--- config.mk ---
export PLATFORM = sky130hd
export DESIGN_NAME = button_conditioner
export DESIGN_NICKNAME = d
export VERILOG_FILES = /design/src/rtl/coffee_pkg.sv /design/src/rtl/debounce_channel.sv /design/src/rtl/button_conditioner.sv
export SDC_FILE = /design/constraint.sdc
export NUM_CORES = 1
export LEC_CHECK = 0
export CORE_MARGIN = 2
export CORE_UTILIZATION = 30
export CTS_CLUSTER_SIZE = 40
export DETAILED_ROUTE_END_ITERATION = 8
export PLACE_DENSITY = 0.48
export SLEW_MARGIN = 20
export SYNTH_ARGS = -nofsm -noshare
export SYNTH_HDL_FRONTEND = slang
export SYNTH_SLANG_ARGS = --single-unit
--- constraint.sdc ---
create_clock -name clk -period 6.95 [get_ports clk]
set_input_delay 2.085 -clock clk [delete_from_list [all_inputs] [get_ports clk]]
set_output_delay 2.085 -clock clk [all_outputs]
set_load 0.02 [all_outputs]
--- src/rtl/coffee_pkg.sv ---
// rtl/coffee_pkg.sv - shared channel state, channel indices and default timing for the button conditioner
package coffee_pkg;

  // Per-channel debounce state
  typedef enum logic [1:0] {
    IDLE         = 2'd0,
    PRESS_WAIT   = 2'd1,
    PRESSED      = 2'd2,
    RELEASE_WAIT = 2'd3
  } btn_state_e;

  localparam int NUM_BTN    = 2;
  localparam int BTN_NEXT   = 0;
  localparam int BTN_SELECT = 1;

  // Defaults sized for a 50 MHz board clock
  localparam int         DEF_DEB_CYCLES    = 1_000_000;
  localparam int         DEF_HOLD_CYCLES   = 60_000_000;
  localparam logic [1:0] DEF_REPEAT_EN     = 2'b01;
  localparam int         DEF_REPEAT_DELAY  = 25_000_000;
  localparam int         DEF_REPEAT_PERIOD = 12_500_000;

  function automatic int max2(input int a, input int b);
    return (a > b) ? a : b;
  endfunction

endpackage

--- src/rtl/debounce_channel.sv ---
// rtl/debounce_channel.sv - one button channel: synchronizer, debounce FSM, auto-repeat and output stretcher
module debounce_channel
  import coffee_pkg::*;
#(
  parameter int   DEB_CYCLES    = DEF_DEB_CYCLES,
  parameter int   HOLD_CYCLES   = DEF_HOLD_CYCLES,
  parameter logic REPEAT_ON     = 1'b0,
  parameter int   REPEAT_DELAY  = DEF_REPEAT_DELAY,
  parameter int   REPEAT_PERIOD = DEF_REPEAT_PERIOD
) (
  input  logic clk,
  input  logic reset,
  input  logic btn_n_in,
  output logic btn_level,
  output logic press_pulse,
  output logic btn_out_n
);

  localparam int DEB_W   = $clog2(DEB_CYCLES + 1);
  localparam int REP_MAX = max2(REPEAT_DELAY, REPEAT_PERIOD);
  localparam int REP_W   = $clog2(REP_MAX + 1);
  localparam int HOLD_W  = $clog2(HOLD_CYCLES + 1);

  // The sample that moves the FSM out of IDLE (or into RELEASE_WAIT) is the
  // first of the qualifying run, so the counter only has to cover the rest.
  localparam logic [DEB_W-1:0]  DEB_LAST    = DEB_W'((DEB_CYCLES >= 2) ? DEB_CYCLES - 2 : 0);
  localparam logic [DEB_W-1:0]  DEB_SAT     = DEB_W'(DEB_CYCLES);
  localparam logic [REP_W-1:0]  DELAY_LAST  = REP_W'(REPEAT_DELAY - 1);
  localparam logic [REP_W-1:0]  PERIOD_LAST = REP_W'(REPEAT_PERIOD - 1);
  localparam logic [REP_W-1:0]  REP_SAT     = REP_W'(REP_MAX);
  localparam logic [HOLD_W-1:0] HOLD_LOAD   = HOLD_W'(HOLD_CYCLES);

  logic              sync1_q, sync1_d;
  logic              sync2_q, sync2_d;
  btn_state_e        state_q, state_d;
  logic [DEB_W-1:0]  deb_cnt_q, deb_cnt_d;
  logic [DEB_W-1:0]  deb_inc;
  logic [REP_W-1:0]  rep_cnt_q, rep_cnt_d;
  logic [REP_W-1:0]  rep_inc;
  logic              rep_period_q, rep_period_d;
  logic              pulse_q, pulse_d;
  logic [HOLD_W-1:0] hold_q, hold_d;
  logic              sample_n;

  // Two-flop synchronizer feed; the raw pin is never used past this point
  always_comb begin
    sync1_d = btn_n_in;
    sync2_d = sync1_q;
  end

  // Synchronizer flops idle released (high) in reset
  always_ff @(posedge clk or negedge reset) begin
    if (!reset) begin
      sync1_q <= 1'b1;
      sync2_q <= 1'b1;
    end else begin
      sync1_q <= sync1_d;
      sync2_q <= sync2_d;
    end
  end

  assign sample_n = sync2_q;

  // Next-state, debounce, repeat and hold counter logic
  always_comb begin
    state_d      = state_q;
    deb_cnt_d    = deb_cnt_q;
    rep_cnt_d    = '0;
    rep_period_d = 1'b0;
    pulse_d      = 1'b0;
    hold_d       = hold_q;

    deb_inc = (deb_cnt_q == DEB_SAT) ? deb_cnt_q : deb_cnt_q + DEB_W'(1);
    rep_inc = (rep_cnt_q == REP_SAT) ? rep_cnt_q : rep_cnt_q + REP_W'(1);

    case (state_q)
      IDLE: begin
        if (!sample_n) begin
          state_d   = PRESS_WAIT;
          deb_cnt_d = '0;
        end
      end
      PRESS_WAIT: begin
        if (sample_n) begin
          state_d = IDLE;
        end else if (deb_cnt_q >= DEB_LAST) begin
          state_d = PRESSED;
          pulse_d = 1'b1;
        end else begin
          deb_cnt_d = deb_inc;
        end
      end
      PRESSED: begin
        if (sample_n) begin
          // Leaving PRESSED drops the repeat state via the defaults above
          state_d   = RELEASE_WAIT;
          deb_cnt_d = '0;
        end else if (REPEAT_ON) begin
          rep_period_d = rep_period_q;
          if (rep_cnt_q == (rep_period_q ? PERIOD_LAST : DELAY_LAST)) begin
            pulse_d      = 1'b1;
            rep_cnt_d    = '0;
            rep_period_d = 1'b1;
          end else begin
            rep_cnt_d = rep_inc;
          end
        end
      end
      RELEASE_WAIT: begin
        if (!sample_n) begin
          // Release bounce: back to PRESSED silently, repeat delay restarts
          state_d = PRESSED;
        end else if (deb_cnt_q >= DEB_LAST) begin
          state_d = IDLE;
        end else begin
          deb_cnt_d = deb_inc;
        end
      end
      default: begin
        state_d = IDLE;
      end
    endcase

    // Every visible pulse (re)loads the stretcher
    if (pulse_q) begin
      hold_d = HOLD_LOAD;
    end else if (hold_q != '0) begin
      hold_d = hold_q - HOLD_W'(1);
    end
  end

  // Channel state register
  always_ff @(posedge clk or negedge reset) begin
    if (!reset) begin
      state_q      <= IDLE;
      deb_cnt_q    <= '0;
      rep_cnt_q    <= '0;
      rep_period_q <= 1'b0;
      pulse_q      <= 1'b0;
      hold_q       <= '0;
    end else begin
      state_q      <= state_d;
      deb_cnt_q    <= deb_cnt_d;
      rep_cnt_q    <= rep_cnt_d;
      rep_period_q <= rep_period_d;
      pulse_q      <= pulse_d;
      hold_q       <= hold_d;
    end
  end

  assign btn_level   = (state_q == PRESSED) || (state_q == RELEASE_WAIT);
  assign press_pulse = pulse_q;
  assign btn_out_n   = (hold_q == '0);

endmodule

--- src/rtl/button_conditioner.sv ---
// rtl/button_conditioner.sv - two independent debounced, auto-repeating, stretched push-button channels
module button_conditioner
  import coffee_pkg::*;
#(
  parameter int         DEB_CYCLES    = DEF_DEB_CYCLES,
  parameter int         HOLD_CYCLES   = DEF_HOLD_CYCLES,
  parameter logic [1:0] REPEAT_EN     = DEF_REPEAT_EN,
  parameter int         REPEAT_DELAY  = DEF_REPEAT_DELAY,
  parameter int         REPEAT_PERIOD = DEF_REPEAT_PERIOD
) (
  input  logic               clk,
  input  logic               reset,
  input  logic [NUM_BTN-1:0] btn_n_in,
  output logic [NUM_BTN-1:0] btn_level,
  output logic [NUM_BTN-1:0] press_pulse,
  output logic [NUM_BTN-1:0] btn_out_n
);

  debounce_channel #(
    .DEB_CYCLES    (DEB_CYCLES),
    .HOLD_CYCLES   (HOLD_CYCLES),
    .REPEAT_ON     (REPEAT_EN[BTN_NEXT]),
    .REPEAT_DELAY  (REPEAT_DELAY),
    .REPEAT_PERIOD (REPEAT_PERIOD)
  ) u_next (
    .clk         (clk),
    .reset       (reset),
    .btn_n_in    (btn_n_in[BTN_NEXT]),
    .btn_level   (btn_level[BTN_NEXT]),
    .press_pulse (press_pulse[BTN_NEXT]),
    .btn_out_n   (btn_out_n[BTN_NEXT])
  );

  debounce_channel #(
    .DEB_CYCLES    (DEB_CYCLES),
    .HOLD_CYCLES   (HOLD_CYCLES),
    .REPEAT_ON     (REPEAT_EN[BTN_SELECT]),
    .REPEAT_DELAY  (REPEAT_DELAY),
    .REPEAT_PERIOD (REPEAT_PERIOD)
  ) u_select (
    .clk         (clk),
    .reset       (reset),
    .btn_n_in    (btn_n_in[BTN_SELECT]),
    .btn_level   (btn_level[BTN_SELECT]),
    .press_pulse (press_pulse[BTN_SELECT]),
    .btn_out_n   (btn_out_n[BTN_SELECT])
  );

endmodule

==> results of run 1 <==
how the worst max path moves through the flow:
stage / start / endpoint / slack (ns)
3_5_place_dp: u_next.hold_q[4] / btn_out_n[0] / 1.95
6_report: u_next.hold_q[4] / btn_out_n[0] / 1.50
5_1_grt: u_next.hold_q[4] / btn_out_n[0] / 1.38
4_1_cts: u_next.hold_q[4] / btn_out_n[0] / 1.49
2_1_floorplan: u_next.hold_q[4] / btn_out_n[0] / 2.87
3_3_place_gp: u_next.hold_q[4] / btn_out_n[0] / 1.97
power breakdown:
part | total (W) | switching (W) | internal, W
Combinational | 0.000264 | 0.000182 | 0.0000819
Clock | 0.000957 | 0.000348 | 0.000609
Sequential | 0.000794 | 0.0000274 | 0.000767
Total | 0.00202 | 0.000558 | 0.00146
per-layer routing:
metal	GRT usage, %	vias up
met5	0	-
met4	4.26	0
met3	2.79	16
met2	20.8	60
met1	18.0	2815
li1	-	2877
worst max-delay path, stage by stage (launching register included):
cell,delay [ns]
dfrtp_1,0.40
or4_1,0.68
or3_1,0.41
nor3_2,0.70
clkdlybuf4s50_1,0.75
cells in the mapped netlist, types with 5 or more instances:
master    count
dfrtp_1     124
nor2_1       83
nand2_1      46
nand3_1      42
clkbuf_1     31
o21ai_0      31
xor2_1       31
nand4_1      28
a21oi_1      26
or3_1        26
nor4_1       25
inv_1        21
or4_1        18
nor2b_1      17
ha_1         16
and3_1       13
nand2b_1     13
xnor2_1      12
mux2i_1      11
nor3_1       11
o211ai_1     11
o22a_1       10
o311ai_0      9
o31ai_1       9
and4_1        8
buf_2         6
buf_4         6
a211o_1       5
and2_1        5
nor4bb_1      5
final cells by class:
type / instances / area, sq um / share of cell area, %
clock buffer: 18 / 439 / 5.29
tap: 324 / 405 / 4.88
multi-input combinational: 590 / 3840 / 46.3
sequential: 128 / 3210 / 38.6
timing repair buffer: 16 / 144 / 1.73
inverter: 21 / 78.8 / 0.949
clock inverter: 14 / 186 / 2.24
per-stage QoR:
| step | instances | power (W) | worst slack, ns | hold WS, ns | util (%) |
|---|---|---|---|---|---|
| final | 1111 | 0.00202 | 1.50 | 0.357 | 34.4 |
| after global routing | 1111 | 0.00212 | 1.38 | 0.357 | 34.4 |
| after CTS | 1111 | 0.00205 | 1.49 | 0.358 | 34.3 |
| after detailed placement | 1079 | 0.00108 | 1.95 | 0.355 | 31.7 |
| after global placement | 1079 | 0.00108 | 1.97 | 0.348 | 31.7 |
| after floorplan | 787 | 0.000995 | 2.87 | 0.345 | - |
flip-flops by register name, summed over array words and instances, names as in the netlist, named ones only:
register / count
u_next.hold_q: 26
u_select.hold_q: 26
u_next.rep_cnt_q: 25
u_next.deb_cnt_q: 20
u_select.deb_cnt_q: 20
u_next.press_pulse: 1
u_next.rep_period_q: 1
u_next.sample_n: 1
u_next.state_q: 1
u_next.sync1_q: 1
u_select.press_pulse: 1
u_select.sample_n: 1
u_select.state_q: 1
u_select.sync1_q: 1
cells by family after synthesis:
kind of cell    after synthesis
simple gates                375
mux                          15
xor+xnor                     43
flops                       128
compound gates              141
fa+ha+maj                    16
buf+inv                      69
==> run summary, run 1 <==
RUN STATUS
--------------------------------------------------------------------------------------
Status                                                                    complete, no violations

STA
--------------------------------------------------------------------------------------
Max-slew violation total from the final report                                       0
Final Hold Viols                                                                     0
Fmax                                                                           184 MHz
Worst-case headroom to the max-slew limit                                        29.3%
Final setup vio count                                                                0
Total Neg Setup Slack                                                             0 ns
Minimum period implied by the final worst setup slack                          5.45 ns
Clock Skew                                                                   0.0131 ns
Worst Max-Slew Pin Slew                                                        1.06 ns
Final cycle utilization of the critical path                                     78.4%
Unrepaired setup endpoints after global routing                                  false

YOSYS
--------------------------------------------------------------------------------------
Portion of synthesized cell area occupied by the leading cell type               42.3%
Average cell area after synthesis                                           9.33 sq um
Mapped Nets                                                                        807
Gate count of the mapped netlist                                                   787
Dominant combinational cell family by area after synthesis                simple AND/OR/NAND/NOR gates
Predominant post-synthesis flop cell                                           dfrtp_1
Synth Area in XOR/XNOR                                                           5.13%
Adder-Cell Fraction of Synth Area                                                2.73%
Fraction of synthesized area in multiplexers                                     2.11%
Mapped Area                                                                 7340 sq um
FFs w/ async S/R, synth                                                           100%
Flip-flop and latch count after synthesis                                          128
Unique cell type count in the Yosys netlist                                         69
EDFF count, synth                                                                    0
Post-synthesis sequential area ratio                                             43.7%
Cells taking the most area after synthesis                                dfrtp_1 42%, nor2_1 4.2%, xor2_1 3.7%, nand3_1 2.9%, ha_1 2.7%
Synth Area in Simple Gates                                                       28.9%
Synth Area in Compound Gates                                                     13.3%
Biggest area consumer among synthesized cells                                  dfrtp_1
Syn. warnings                                                                        0

GLOBAL ROUTE
--------------------------------------------------------------------------------------
Overall track demand over capacity in global routing                             13.2%
Pin count of the biggest net entering global routing                                83
Initial antenna violation count                                                      0
First-pass GRT wire length                                                    28100 um
Number of global-route vias before repair                                         5623
Remaining global-route overflow                                                      0

WORST SETUP PATH
--------------------------------------------------------------------------------------
Worst Setup End Kind                                                      primary output
Worst reg-to-reg setup slack                                                   4.09 ns
WS Path Type                                                                reg -> out
Reg2reg start                                                             u_next.rep_cnt_q[17]
Critical path required time                                                    4.87 ns
Cell depth of the worst flop-to-flop path                                            5
Reg2Reg Capture Point                                                     u_next.rep_cnt_q[3]
Top fanout value on the critical path                                               13
Critical Path Start Type                                                          flop
Crit path arrival time                                                         3.36 ns

CLOCKING
--------------------------------------------------------------------------------------
Post-CTS setup repair buffer count                                                   0
Number of buffers on the longest clock path                                          2
Post-CTS resize count                                                                0
Worst skew pair latency                                                        0.42 ns
Clock Sinks                                                                        128
Number of H-tree levels                                                              4
CTS root buffer                                                              clkbuf_16
Clock-pin slew of the registers on the worst-case setup and hold paths         0.06 ns
TritonCTS clock tree                                                             built
TritonCTS Buffers                                                                   17
Hold buffer count at CTS                                                             0

FLOORPLAN
--------------------------------------------------------------------------------------
Core area                                                                  24200 sq um
Die Span X                                                                      160 um
Die boundary height                                                             160 um
Floorplan die area                                                         25700 sq um
Number of primary I/O pins                                                          10
Number of cell rows                                                                 57
Effective utilization at floorplan                                               30.4%

DRT
--------------------------------------------------------------------------------------
Total met3 wirelength after detailed routing                                    348 um
Post-DR wirelength/cell                                                        14.6 um
Top sig layer                                                                     met4
Via count                                                                         5768
Wire length on met1                                                            8340 um
Wire length on met2                                                            7400 um
Mean number of vias per cell                                                      5.19
Antenna viol nets, final                                                             0
Final WL                                                                      16300 um
DRC marker count from the first detailed-route iteration                           320
Drt pass-1 iters                                                                     4
Remaining DRCs                                                                       0

PLACE
--------------------------------------------------------------------------------------
Weighted congestion reported at the end of routability-driven placement          0.737
Placed wire-length estimate after detailed placement                          10200 um
Post-placement cell area                                                    7680 sq um
Quantity of I/O buffers inserted on ports                                            9

MIN PATH
--------------------------------------------------------------------------------------
Beginning of the worst hold path                                          u_select.sync1_q
Endpoint of the worst hold path                                           u_select.sample_n
Worst hold path class                                                       reg -> reg
Number of cells on the worst hold path                                               0

CELLS AND AREA
--------------------------------------------------------------------------------------
Area Overhead vs Synth                                                           13.2%
Count of fill cells added during filler insertion                                 2462
Total non-filler cell area in the finished layout                           8310 sq um
Final Net Count                                                                    794
Number of diodes added for antenna fixing                                            0
Most common cell after layout, fill and taps aside                             dfrtp_1
Fraction of final layout cells with drive strength greater than 1                9.15%
Commonest cells after routing, fill and taps aside                        124 x dfrtp_1, 83 x nor2_1, 46 x nand2_1, 42 x nand3_1

POWER
--------------------------------------------------------------------------------------
Power Dens Cells                                                           243 nW/um^2
Largest voltage drop on the vdd net                                           0.132 mV
Static Leakage                                                                 3.66 nW

JOB
--------------------------------------------------------------------------------------
Max cap viols                                                                        0

(Power assumes the default switching activity.)
==> run 2: changes to the inputs <==
- PLACE_DENSITY: 0.48 -> 0.5
- clock period: 6.95 -> 5 ns (I/O delays scaled with it)
==> run summary, run 2 (same netlist as run 1, synthesis figures left out) <==
POWER
--------------------------------------------------------------------------------------
Switching power total                                                       0.000744 W
Reg power frac                                                                   41.3%
Proportion of power drawn by combinational gates                                 14.0%
Static Leakage                                                                 3.64 nW
Largest voltage drop on the vdd net                                           0.189 mV
Int Pwr                                                                      0.00193 W
Switching share of total power                                                   27.9%
Clock power share                                                                44.7%
Power Dens Cells                                                           323 nW/um^2

STA
--------------------------------------------------------------------------------------
Final Hold Viols                                                                     0
Fmax                                                                           225 MHz
Final setup margin                                                            0.553 ns
Fin Hold WS                                                                   0.355 ns
Final setup vio count                                                                0
Total Neg Setup Slack                                                             0 ns
Worst-case headroom to the max-slew limit                                        35.1%
Worst Max-Slew Pin Slew                                                       0.973 ns
Final cycle utilization of the critical path                                     88.9%
Minimum period implied by the final worst setup slack                          4.45 ns
Unrepaired setup endpoints after global routing                                  false
Clock Skew                                                                   0.0150 ns
Max-slew violation total from the final report                                       0

MIN PATH
--------------------------------------------------------------------------------------
Endpoint of the worst hold path                                           u_select.sample_n
Number of cells on the worst hold path                                               0
Beginning of the worst hold path                                          u_select.sync1_q
Worst hold path class                                                       reg -> reg

WORST SETUP PATH
--------------------------------------------------------------------------------------
Worst reg-to-reg setup slack                                                   2.16 ns
Critical path required time                                                    3.50 ns
Worst Setup End Kind                                                      primary output
WS Path Type                                                                reg -> out
Cell depth of the worst flop-to-flop path                                            5
Slowest cell on the critical path                                         clkdlybuf4s50_1
Maximum cell stage delay along the critical path                               0.63 ns
Crit path arrival time                                                         2.95 ns
Buf/Inv on CP                                                                        2
Crit path cell chain                                                      or4_4 > nor4_2 > nor4b_4 > buf_4 > clkdlybuf4s50_1
Reg2Reg Capture Point                                                     u_next.rep_cnt_q[14]
Reg2reg start                                                             u_next.rep_cnt_q[15]
Top fanout value on the critical path                                               21
Critical Path Start Type                                                          flop
Kind of cell adding the most delay to the critical path                   simple AND/OR/NAND/NOR gates

RUN STATUS
--------------------------------------------------------------------------------------
Status                                                                    complete, no violations

DRT
--------------------------------------------------------------------------------------
Remaining DRCs                                                                       0
Via count                                                                         5721
DRC marker count from the first detailed-route iteration                           365
Final WL                                                                      15900 um
Antenna viol nets, final                                                             0
Post-DR wirelength/cell                                                        14.3 um
Drt pass-1 iters                                                                     5
Mean number of vias per cell                                                      5.14

GLOBAL ROUTE
--------------------------------------------------------------------------------------
First-pass GRT wire length                                                    28500 um
GRT met2 Usage                                                                   20.1%
Met1 Resource Use GR                                                             19.1%
Remaining global-route overflow                                                      0
Grt peak-use layer                                                                met2
Pin count of the biggest net entering global routing                                76
Initial antenna violation count                                                      0
Number of global-route vias before repair                                         5587
Overall track demand over capacity in global routing                             13.3%
Met3 GRT Util                                                                    2.97%

CELLS AND AREA
--------------------------------------------------------------------------------------
Final Net Count                                                                    796
Fraction of final layout cells with drive strength greater than 1                8.87%
Most common cell after layout, fill and taps aside                             dfrtp_1
Regs by FF count                                                          u_next.hold_q x26, u_select.hold_q x26, u_next.rep_cnt_q x25
Commonest cells after routing, fill and taps aside                        124 x dfrtp_1, 82 x nor2_1, 46 x nand2_1, 42 x nand3_1
Final Non-Filler Cells                                                            1113
Number of diodes added for antenna fixing                                            0
Area Overhead vs Synth                                                           12.7%

FLOORPLAN
--------------------------------------------------------------------------------------
Die boundary height                                                             160 um
Floorplan die area                                                         25700 sq um
Number of cell rows                                                                 57
Die Span X                                                                      160 um
Core area                                                                  24200 sq um
Effective utilization at floorplan                                               30.4%
Number of primary I/O pins                                                          10

CLOCKING
--------------------------------------------------------------------------------------
Clock-pin slew of the registers on the worst-case setup and hold paths         0.06 ns
Clock Sinks                                                                        128
TritonCTS Buffers                                                                   17
Post-CTS setup repair buffer count                                                   0
CTS root buffer                                                              clkbuf_16
Hold buffer count at CTS                                                             0
Number of buffers on the longest clock path                                          2
Post-CTS resize count                                                                0
TritonCTS clock tree                                                             built
Worst skew pair latency                                                        0.43 ns
Number of H-tree levels                                                              4

PLACE
--------------------------------------------------------------------------------------
Placed wire-length estimate after detailed placement                           9980 um
Cells after DPL                                                                   1081
Placement-stage worst setup slack                                             0.975 ns
Weighted congestion reported at the end of routability-driven placement          0.753
Quantity of I/O buffers inserted on ports                                            9

JOB
--------------------------------------------------------------------------------------
Max cap viols                                                                        0

run 2: changes by cell type in the layout (fill, tap and decap cells not counted), sizes merged:
cell	delta
clkbuf	+6
buf	+2
bufinv	-2
inv	-2
clkinv	-1
clkinvlp	-1
run 2: worst max-delay path by stage:
stage / startpoint / endpoint / cells past startpoint
2_1_floorplan: u_next.hold_q[4] / btn_out_n[0] / 6
3_3_place_gp: u_select.hold_q[4] / btn_out_n[1] / 5
3_5_place_dp: u_select.hold_q[4] / btn_out_n[1] / 5
4_1_cts: u_select.hold_q[4] / btn_out_n[1] / 5
5_1_grt: u_select.hold_q[4] / btn_out_n[1] / 5
6_report: u_select.hold_q[4] / btn_out_n[1] / 5
run 2: final cells by class:
cell class	instances	area, sq um
sequential	128	3210
clock inverter	8	92.6
inverter	21	78.8
tap	324	405
timing repair buffer	18	171
multi-input combinational	590	3850
fill	2470	15900
clock buffer	24	462
run 2: through the flow:
stage / utilization [%] / power [W] / instance area (sq um)
after detailed placement: 31.9 / 0.00150 / 7700
final: 34.2 / 0.00267 / 8270
after floorplan: - / 0.00138 / 7340
after global placement: 31.9 / 0.00150 / 7700
after CTS: 34.2 / 0.00272 / 8260
after global routing: 34.2 / 0.00282 / 8270
run 2: power groups by stage:
stage / sequential, W / combinational, W / clock, W
floorplan: 0.00111 / 0.000275 / 0
global placement: 0.00112 / 0.000378 / 0
detailed placement: 0.00112 / 0.000376 / 0
CTS: 0.00110 / 0.000378 / 0.00124
global route: 0.00111 / 0.000429 / 0.00129
finish: 0.00110 / 0.000373 / 0.00119
run 2: routing by layer:
metal | part of all wire [%] | routed length, um
met1 | 53 | 8420
met4 | 1.2 | 189
met2 | 44 | 6910
met3 | 2.3 | 360
met5 | 0 | 0
==> run 3: changes to the inputs <==
- CORE_ASPECT_RATIO: default -> 1.75
- SLEW_MARGIN: 20 -> 25
==> run summary, run 3 (same netlist as run 1, synthesis figures left out) <==
GLOBAL ROUTE
--------------------------------------------------------------------------------------
First-pass GRT wire length                                                    28900 um
Number of global-route vias before repair                                         5752
Pin count of the biggest net entering global routing                                98
Remaining global-route overflow                                                      0
Initial antenna violation count                                                      0
Overall track demand over capacity in global routing                             14.1%

PLACE
--------------------------------------------------------------------------------------
Cells after DPL                                                                   1065
Quantity of I/O buffers inserted on ports                                            9
Placed wire-length estimate after detailed placement                          11300 um
Weighted congestion reported at the end of routability-driven placement          0.780

MIN PATH
--------------------------------------------------------------------------------------
Worst hold path class                                                       reg -> reg

STA
--------------------------------------------------------------------------------------
Total Neg Setup Slack                                                             0 ns
Max-slew violation total from the final report                                       0
Worst-case headroom to the max-slew limit                                        41.0%
Worst Max-Slew Pin Slew                                                       0.885 ns
Clock Skew                                                                   0.0103 ns
Final setup vio count                                                                0
Unrepaired setup endpoints after global routing                                  false
Final cycle utilization of the critical path                                     89.7%
Final Hold Viols                                                                     0
Fmax                                                                           223 MHz
Minimum period implied by the final worst setup slack                          4.48 ns

CELLS AND AREA
--------------------------------------------------------------------------------------
Final Net Count                                                                    796
Most common cell after layout, fill and taps aside                             dfrtp_1
Commonest cells after routing, fill and taps aside                        124 x dfrtp_1, 82 x nor2_1, 46 x nand2_1, 42 x nand3_1
Number of diodes added for antenna fixing                                            0
Final Non-Filler Cells                                                            1096
Regs by FF count                                                          u_next.hold_q x26, u_select.hold_q x26, u_next.rep_cnt_q x25
Area Overhead vs Synth                                                           13.4%
Fraction of final layout cells with drive strength greater than 1                9.64%

CLOCKING
--------------------------------------------------------------------------------------
Number of buffers on the longest clock path                                          2
CTS root buffer                                                              clkbuf_16
TritonCTS Buffers                                                                   17
TritonCTS clock tree                                                             built
Clock Sinks                                                                        128
Post-CTS setup repair buffer count                                                   0
Clock-pin slew of the registers on the worst-case setup and hold paths         0.06 ns
Post-CTS resize count                                                                0
Hold buffer count at CTS                                                             0
Worst skew pair latency                                                        0.43 ns
Number of H-tree levels                                                              4

POWER
--------------------------------------------------------------------------------------
Switching share of total power                                                   28.0%
Power Dens Cells                                                           341 nW/um^2
Switching power total                                                       0.000795 W
Static Leakage                                                                 3.65 nW
Reg power frac                                                                   38.9%
Proportion of power drawn by combinational gates                                 13.4%
Clock power share                                                                47.7%
Largest voltage drop on the vdd net                                           0.211 mV
Int Pwr                                                                      0.00204 W

FLOORPLAN
--------------------------------------------------------------------------------------
Effective utilization at floorplan                                               30.6%
Die boundary height                                                             211 um
Die Span X                                                                      122 um
Core area                                                                  24000 sq um
Floorplan die area                                                         25800 sq um
Number of cell rows                                                                 75
Number of primary I/O pins                                                          10

RUN STATUS
--------------------------------------------------------------------------------------
Status                                                                    complete, no violations

DRT
--------------------------------------------------------------------------------------
Post-DR wirelength/cell                                                        15.5 um
Drt pass-1 iters                                                                     4
DRC marker count from the first detailed-route iteration                           261
Mean number of vias per cell                                                      5.31
Final WL                                                                      17000 um
Remaining DRCs                                                                       0
Antenna viol nets, final                                                             0
Via count                                                                         5818

WORST SETUP PATH
--------------------------------------------------------------------------------------
WS Path Type                                                                reg -> out
Critical Path Start Type                                                          flop
Critical path required time                                                    3.50 ns
Top fanout value on the critical path                                               21
Crit path arrival time                                                         2.98 ns
Worst Setup End Kind                                                      primary output

JOB
--------------------------------------------------------------------------------------
Max cap viols                                                                        0

run 3: cell count changes in the layout (fill, tap and decap cells not counted), moves of 2 or more:
cell        change
bufinv_16       +2
clkbuf_1        -6
clkbuf_8        +2
clkinv_4        +2
clkinvlp_4      +4
clkinv_2        -5
run 3: worst max-delay path, stage by stage (launching register included):
cell and delay [ns]:
dfrtp_1 0.40, or4_4 0.58, nor4_2 0.41, nor4b_4 0.26
buf_4 0.26, clkdlybuf4s50_1 0.63
run 3: area by class of cell:
cell class	instances	area [sq um]
fillers	2524	15700
clock inverters	12	184
well taps	308	385
clock buffers	19	453
repair buffers	18	161
flip-flops and latches	128	3210
multi-input cells	590	3860
inverters	21	78.8
run 3: stage by stage:
| step | power, W | util [%] | cell area, sq um | hold WS [ns] | setup slack [ns] |
|---|---|---|---|---|---|
| detailed placement | 0.00150 | 32.0 | 7680 | 0.350 | 0.946 |
| floorplan | 0.00138 | - | 7340 | 0.345 | 1.50 |
| CTS | 0.00288 | 34.6 | 8310 | 0.358 | 0.464 |
| global placement | 0.00150 | 31.9 | 7670 | 0.347 | 0.998 |
| finish | 0.00284 | 34.7 | 8330 | 0.356 | 0.517 |
| global route | 0.00297 | 34.7 | 8330 | 0.358 | 0.350 |
run 3: final timing paths:
path / start / end / slack [ns] / cells past startpoint
worst max-delay path: u_select.hold_q[4] / btn_out_n[1] / 0.52 / 5
worst min-delay path: u_select.sync1_q / u_select.sample_n / 0.36 / 0
worst max register to register: u_next.deb_cnt_q[0] / u_next.deb_cnt_q[11] / 2.19 / 8
worst min register to register: u_select.sync1_q / u_select.sample_n / 0.36 / 0
max in group asynchronous: reset / u_next.hold_q[23] / 3.04 / 2
min in group asynchronous: reset / u_select.hold_q[9] / 1.16 / 1
run 3: power by group through the flow:
stage	sequential [W]	clock, W	combinational (W)
4_1_cts	0.00110	0.00140	0.000383
6_report	0.00110	0.00135	0.000379
3_5_place_dp	0.00112	0	0.000380
5_1_grt	0.00111	0.00144	0.000429
3_3_place_gp	0.00112	0	0.000380
2_1_floorplan	0.00111	0	0.000275
run 3: metal layers:
layer | part of all wire [%] | global-route usage [%] | up-vias
met4 | 2.4 | 6.62 | 0
met2 | 54 | 25.6 | 50
met5 | 0 | 0 | -
met1 | 42 | 15.7 | 2870
li1 | - | - | 2875
met3 | 1.7 | 2.59 | 23
